[src/rtl/data_bus_if.sv]
// data_bus_if: data-side bus master behind the memory-access stage.
// Turns a single-cycle RAM-style request into a Wishbone-style cycle,
// holds the pipeline until the slave acks, then returns load data.
// Load data is buffered while other stages keep the pipeline frozen.
// A flush or a slave that never answers aborts the cycle.
module data_bus_if #(
    parameter int TIMEOUT_CYCLES = 256
) (
    input  logic        clk,
    input  logic        rst,
    input  logic [5:0]  stall_i,
    input  logic        flush_i,
    input  logic        cpu_ce_i,
    input  logic        cpu_we_i,
    input  logic [31:0] cpu_addr_i,
    input  logic [3:0]  cpu_sel_i,
    input  logic [31:0] cpu_data_i,
    output logic [31:0] cpu_data_o,
    output logic        stallreq_o,
    output logic        bus_err_o,
    output logic [31:0] wb_adr_o,
    output logic [31:0] wb_dat_o,
    output logic [3:0]  wb_sel_o,
    output logic        wb_we_o,
    output logic        wb_cyc_o,
    output logic        wb_stb_o,
    input  logic [31:0] wb_dat_i,
    input  logic        wb_ack_i
);

    typedef enum logic [1:0] {
        ST_IDLE           = 2'd0,
        ST_BUSY           = 2'd1,
        ST_WAIT_FOR_STALL = 2'd2
    } state_t;

    // Everything driven onto the bus; an all-zero value is the idle bus.
    typedef struct packed {
        logic [31:0] adr;
        logic [31:0] dat;
        logic [3:0]  sel;
        logic        we;
        logic        cyc;
        logic        stb;
    } bus_req_t;

    // Counter value seen in the last BUSY cycle allowed before abort.
    localparam logic [15:0] TMO_LAST = 16'(TIMEOUT_CYCLES - 1);

    state_t      r_state;
    state_t      w_state_next;
    bus_req_t    r_bus;
    bus_req_t    w_bus_next;
    logic [31:0] r_rd_buf;
    logic [31:0] w_rd_buf_next;
    logic [15:0] r_tmo_cnt;
    logic [15:0] w_tmo_cnt_next;
    logic        r_bus_err;
    logic        w_bus_err_next;

    logic        w_stallreq;
    logic [31:0] w_cpu_data;
    logic        w_req_ok;
    logic        w_stall_any;
    logic [31:0] w_ack_data;

    assign w_req_ok    = cpu_ce_i & ~flush_i;
    assign w_stall_any = |stall_i;
    // A store returns nothing; a load returns whatever the slave presents.
    assign w_ack_data  = r_bus.we ? 32'h0 : wb_dat_i;

    // Next-state, next-register values and the combinational pipeline-facing outputs.
    always_comb begin
        w_state_next   = r_state;
        w_bus_next     = r_bus;
        w_rd_buf_next  = r_rd_buf;
        w_tmo_cnt_next = r_tmo_cnt;
        w_bus_err_next = 1'b0;
        w_stallreq     = 1'b0;
        w_cpu_data     = 32'h0;

        case (r_state)
            ST_IDLE: begin
                // The request cycle itself already stalls the pipeline.
                w_stallreq = w_req_ok;
                if (w_req_ok) begin
                    w_bus_next.adr = cpu_addr_i;
                    w_bus_next.dat = cpu_data_i;
                    w_bus_next.sel = cpu_sel_i;
                    w_bus_next.we  = cpu_we_i;
                    w_bus_next.cyc = 1'b1;
                    w_bus_next.stb = 1'b1;
                    w_tmo_cnt_next = 16'h0;
                    w_state_next   = ST_BUSY;
                end
            end

            ST_BUSY: begin
                if (flush_i) begin
                    // Flush wins over ack and timeout: abandon quietly.
                    w_bus_next     = '0;
                    w_rd_buf_next  = 32'h0;
                    w_tmo_cnt_next = 16'h0;
                    w_state_next   = ST_IDLE;
                end else if (wb_ack_i) begin
                    // Data goes straight to the stage in the cycle the stall drops,
                    // and is also kept in case the pipeline stays frozen.
                    w_bus_next     = '0;
                    w_rd_buf_next  = w_ack_data;
                    w_cpu_data     = w_ack_data;
                    w_tmo_cnt_next = 16'h0;
                    w_state_next   = w_stall_any ? ST_WAIT_FOR_STALL : ST_IDLE;
                end else if (r_tmo_cnt == TMO_LAST) begin
                    // Slave never answered: release the bus and report once.
                    w_bus_next     = '0;
                    w_rd_buf_next  = 32'h0;
                    w_bus_err_next = 1'b1;
                    w_tmo_cnt_next = 16'h0;
                    w_state_next   = ST_IDLE;
                end else begin
                    w_stallreq     = 1'b1;
                    w_tmo_cnt_next = r_tmo_cnt + 16'd1;
                end
            end

            ST_WAIT_FOR_STALL: begin
                // Keep presenting the buffered data until the pipeline moves.
                w_cpu_data = r_rd_buf;
                if (flush_i) begin
                    w_rd_buf_next = 32'h0;
                    w_state_next  = ST_IDLE;
                end else if (!w_stall_any) begin
                    w_state_next  = ST_IDLE;
                end
            end

            default: begin
                w_bus_next   = '0;
                w_state_next = ST_IDLE;
            end
        endcase

        // The pipeline must see a quiet interface while reset is held.
        if (rst) begin
            w_stallreq = 1'b0;
            w_cpu_data = 32'h0;
        end
    end

    // State and registered bus/buffer/counter/error update.
    always_ff @(posedge clk) begin
        if (rst) begin
            r_state   <= ST_IDLE;
            r_bus     <= '0;
            r_rd_buf  <= 32'h0;
            r_tmo_cnt <= 16'h0;
            r_bus_err <= 1'b0;
        end else begin
            r_state   <= w_state_next;
            r_bus     <= w_bus_next;
            r_rd_buf  <= w_rd_buf_next;
            r_tmo_cnt <= w_tmo_cnt_next;
            r_bus_err <= w_bus_err_next;
        end
    end

    assign wb_adr_o   = r_bus.adr;
    assign wb_dat_o   = r_bus.dat;
    assign wb_sel_o   = r_bus.sel;
    assign wb_we_o    = r_bus.we;
    assign wb_cyc_o   = r_bus.cyc;
    assign wb_stb_o   = r_bus.stb;
    assign bus_err_o  = r_bus_err;
    assign stallreq_o = w_stallreq;
    assign cpu_data_o = w_cpu_data;

endmodule

[config.mk]
export PLATFORM = sky130hd
export DESIGN_NAME = data_bus_if
export DESIGN_NICKNAME = d
export VERILOG_FILES = /design/src/rtl/data_bus_if.sv
export SDC_FILE = /design/constraint.sdc
export NUM_CORES = 1
export LEC_CHECK = 0
export BUFFER_PORTS_ARGS = -buffer_cell sky130_fd_sc_hd__buf_2
export CAP_MARGIN = 20
export CORE_ASPECT_RATIO = 1.1
export CORE_MARGIN = 5
export CORE_UTILIZATION = 44
export DETAILED_ROUTE_END_ITERATION = 8
export PLACE_DENSITY = 0.77
export SYNTH_ARGS = -nofsm -noshare
export SYNTH_HDL_FRONTEND = slang
export SYNTH_SLANG_ARGS = --single-unit
[constraint.sdc]
create_clock -name clk -period 1.8 [get_ports clk]
set_input_delay 0.27 -clock clk [delete_from_list [all_inputs] [get_ports clk]]
set_output_delay 0.27 -clock clk [all_outputs]
set_load 0.02 [all_outputs]
==> results by group <==
Clock tree
  • Clock Path Buffers: 2
  • CTS tree: done
  • Cell chosen for the clock root: clkbuf_16
  • CTS sink count: approximately 120
  • CTS H-Tree Depth: 4
  • CTS Hold Bufs: 0
  • Clock Latency Late Sink: 0.42 ns
  • Num CTS Buffers: 17
  • Clock-pin transition on the worst setup and hold timing paths: around 0.06 ns

Setup path
  • Crit Path Class: reg2reg
  • Crit Path Max Fanout: 6
  • Buf/Inv on CP: 4
  • Flop2flop setup slack: -0.50 ns
  • Startpoint Class: register
  • Critical path's top delay family: buffers and inverters
  • Slowest stage cell, crit path: dfxtp_1
  • Worst path required time: 2.07 ns
  • CP Cell Sequence: and4_1, nand4_4, buf_4, a211o_4, buf_8, buf_12, buf_16, nand2_4, a21oi_2
  • Max stage delay on crit path: about 0.43 ns
  • Critical Path End Type: register
  • CP Data Arrival Time: 2.57 ns

Yosys
  • Primary FF master, synth: dfxtp_1
  • Count of cell types in the netlist: 45
  • Ys Warns: 0
  • Seq cells post-synth: 121
  • Synth Instances: 666
  • Sequential element share of the synthesized area: between 40% and 50%
  • Mapped Avg Cell Area: 7.96 sq um
  • Netlist Area Pre-Place: 0.00530 sq mm
  • Fraction of registers with async set/reset: 0%
  • Syn Nets: 782
  • Post-synth EDFFs: 0

Power
  • Power Density: between 1000 and 1500 mW/mm^2
  • Pwr Total: 0.0108 W
  • Comb power frac: 35.4%
  • Clock power share: about a third
  • Sequential power share: 29.3%
  • Int Power: 0.00702 W
  • Sw Ratio: a little over a third
  • Peak supply drop: 0.697 mV
  • Switching pwr: 0.00379 W
  • LEAKAGE: roughly 4.3 nW

GRT
  • Global-route wire length before repair: approximately 32 mm
  • Antenna violations before repair: 2
  • Tot GR Track Use: between 20% and 30%
  • Vias in the first global route: 6299
  • Pin count of the biggest net entering global routing: 71
  • GR Overflow Total: 0

STA
  • RSZ-0062 raised after global routing: yes
  • Final Skew: 0.0108 ns
  • Setup ws final: -0.499 ns
  • Highest Clock Rate: 435 MHz
  • Setup TNS: -47.51 ns
  • Fin crit share: 128%
  • Slew @ Worst Pin: 0.759 ns
  • Final hold vios: 0
  • Max Slew Vio Count: 0
  • Post-route minimum period: 2.30 ns
  • Worst slew margin: 49.4%
  • Final setup viols: 153

Floorplan
  • Rows: 42
  • Initial core utilization: between 40% and 50%
  • Die footprint: between 0.01 and 0.015 sq mm
  • Io pins: 217
  • Die Span X: 115 um
  • Total core area: 0.0119 sq mm
  • Vert. Die Dim: 125 um

Routing
  • Routed via count: 7122
  • Remaining DRCs: 0
  • DRT iter0 DRCs: 804
  • Vias/cell: ~6.3
  • DRT Wirelength: 29.9 mm
  • TritonRoute pass-1 iters: 8
  • Wirelength per Cell: between 20 and 30 um
  • Antenna viol nets, final: 0

Finish
  • Layout cells sized above 1: 70.2%
  • Most frequent cells in the layout: 188 x buf_2, 112 x dfxtp_1, 69 x nand2_4, 69 x a21oi_2, 59 x buf_4
  • Nets@finish: 1077
  • Area Overhead vs Synth: 97.0%
  • Leading cell type in the layout, fill and taps excluded: buf_2

Placed design
  • Final Wtd Congestion: approximately 0.82
  • Post-Place Worst Slack: -0.0980 ns
  • DP Wirelength: 11.0 mm
  • I/O Buffers: 216

Job
  • MaxCap Viol Count: 0

Run status
  • Failing checks: negative setup slack
  • Status: finished, violations left

Worst hold path
  • Hold WC Path Type: in2reg
synthesized netlist by cell type, types with 3 or more instances:
library cell	count	area share [%]
or4_1	3	0.42
a31oi_1	3	0.35
nand2_1	85	6.0
nor3b_1	3	0.42
buf_2	11	1.0
clkbuf_1	37	2.6
a22oi_1	32	4.5
nand3_1	111	10
buf_1	3	0.21
nand2b_1	34	4.0
nand4_1	3	0.35
nor4_1	8	0.94
inv_1	4	0.28
buf_6	8	1.7
ha_1	4	0.94
dfxtp_1	121	46
o21ai_0	33	3.1
nor2_1	51	3.6
xnor2_1	8	1.3
a21oi_1	74	7.0
per-layer routing:
layer / vias up / wire [um] / global-route usage (%)
met4: 0 / 1930 / 9.36
met5: - / 0 / 0
met3: 179 / 3050 / 8.46
met1: 3386 / 10100 / 32.7
met2: 613 / 14800 / 49.5
li1: 2944 / - / -
cells by family (layout without fill, tap and decap cells):
| kind of cell | after synthesis | count (layout) | share of synthesized area (%) |
|---|---|---|---|
| AND/OR/NAND/NOR | 315 | 315 | 28.9 |
| AO/OA/AOI/OAI | 150 | 151 | 16.4 |
| flip-flops | 121 | 121 | 45.7 |
| buffers and inverters | 64 | 371 | 5.99 |
| XOR/XNOR | 10 | 10 | 1.65 |
| adder cells (fa/ha/maj) | 4 | 4 | 0.944 |
| multiplexers | 2 | 2 | 0.378 |
| other | 0 | 2 | 0 |
flip-flops by register name, summed over array words and instances, names as in the netlist:
signal / flops
bus_err_o: 1
r_rd_buf: 32
r_state: 2
r_tmo_cnt: 16
wb_adr_o: 32
wb_cyc_o: 1
wb_dat_o: 32
wb_sel_o: 4
wb_we_o: 1
worst paths after layout:
check                             startpoint           end  cells after the start
worst max register to register  r_tmo_cnt[5]  wb_dat_o[18]                      9
worst max-delay path            r_tmo_cnt[5]  wb_dat_o[18]                      9
worst min-delay path             wb_dat_i[9]   r_rd_buf[9]                      3
worst min register to register  wb_dat_o[24]  wb_dat_o[24]                      2
tightest hold or removal path, stage by stage:
cell and delay, ns:
buf_2 0.10, nand3_1 0.06, o21ai_0 0.06
final cells by class:
| class | instances | area [sq um] |
|---|---|---|
| Clock inverter | 13 | 191 |
| Inverter | 4 | 15.0 |
| Sequential cell | 121 | 2440 |
| Timing Repair Buffer | 335 | 2860 |
| Antenna cell | 2 | 5.00 |
| Tap cell | 154 | 193 |
| Clock buffer | 19 | 453 |
| Fill cell | 517 | 1480 |
| Multi-Input combinational cell | 482 | 4290 |
what timing repair did:
| action | CTS | global route |
|---|---|---|
| endpoints found under the hold margin | 0 | 0 |
| endpoints found under the setup margin | 112 | 152 |
| cloned | 18 | 12 |
| pin swaps | 116 | 112 |
| setup buffers | 23 | 22 |
| gates resized for setup | 261 | 261 |
power by group through the flow:
stage	registers [W]	logic, W	clock network, W
after floorplan	0.00329	0.000907	0
after global placement	0.00306	0.00179	0
after detailed placement	0.00307	0.00181	0
after CTS	0.00307	0.00294	0.00375
after global routing	0.00317	0.00394	0.00392
final	0.00317	0.00383	0.00382
through the flow:
stage / hold slack (ns) / utilization [%] / cell area [sq um] / instances
finish: 0.106 / 87.6 / 10400 / 1130
floorplan: 0.400 / - / 5430 / 666
detailed placement: 0.440 / 58.4 / 6970 / 1033
CTS: 0.0765 / 76.8 / 9170 / 1106
global placement: 0.435 / 58.4 / 6970 / 1033
global route: 0.118 / 87.6 / 10400 / 1130
No activity file was read; power rests on OpenSTA's default activity.
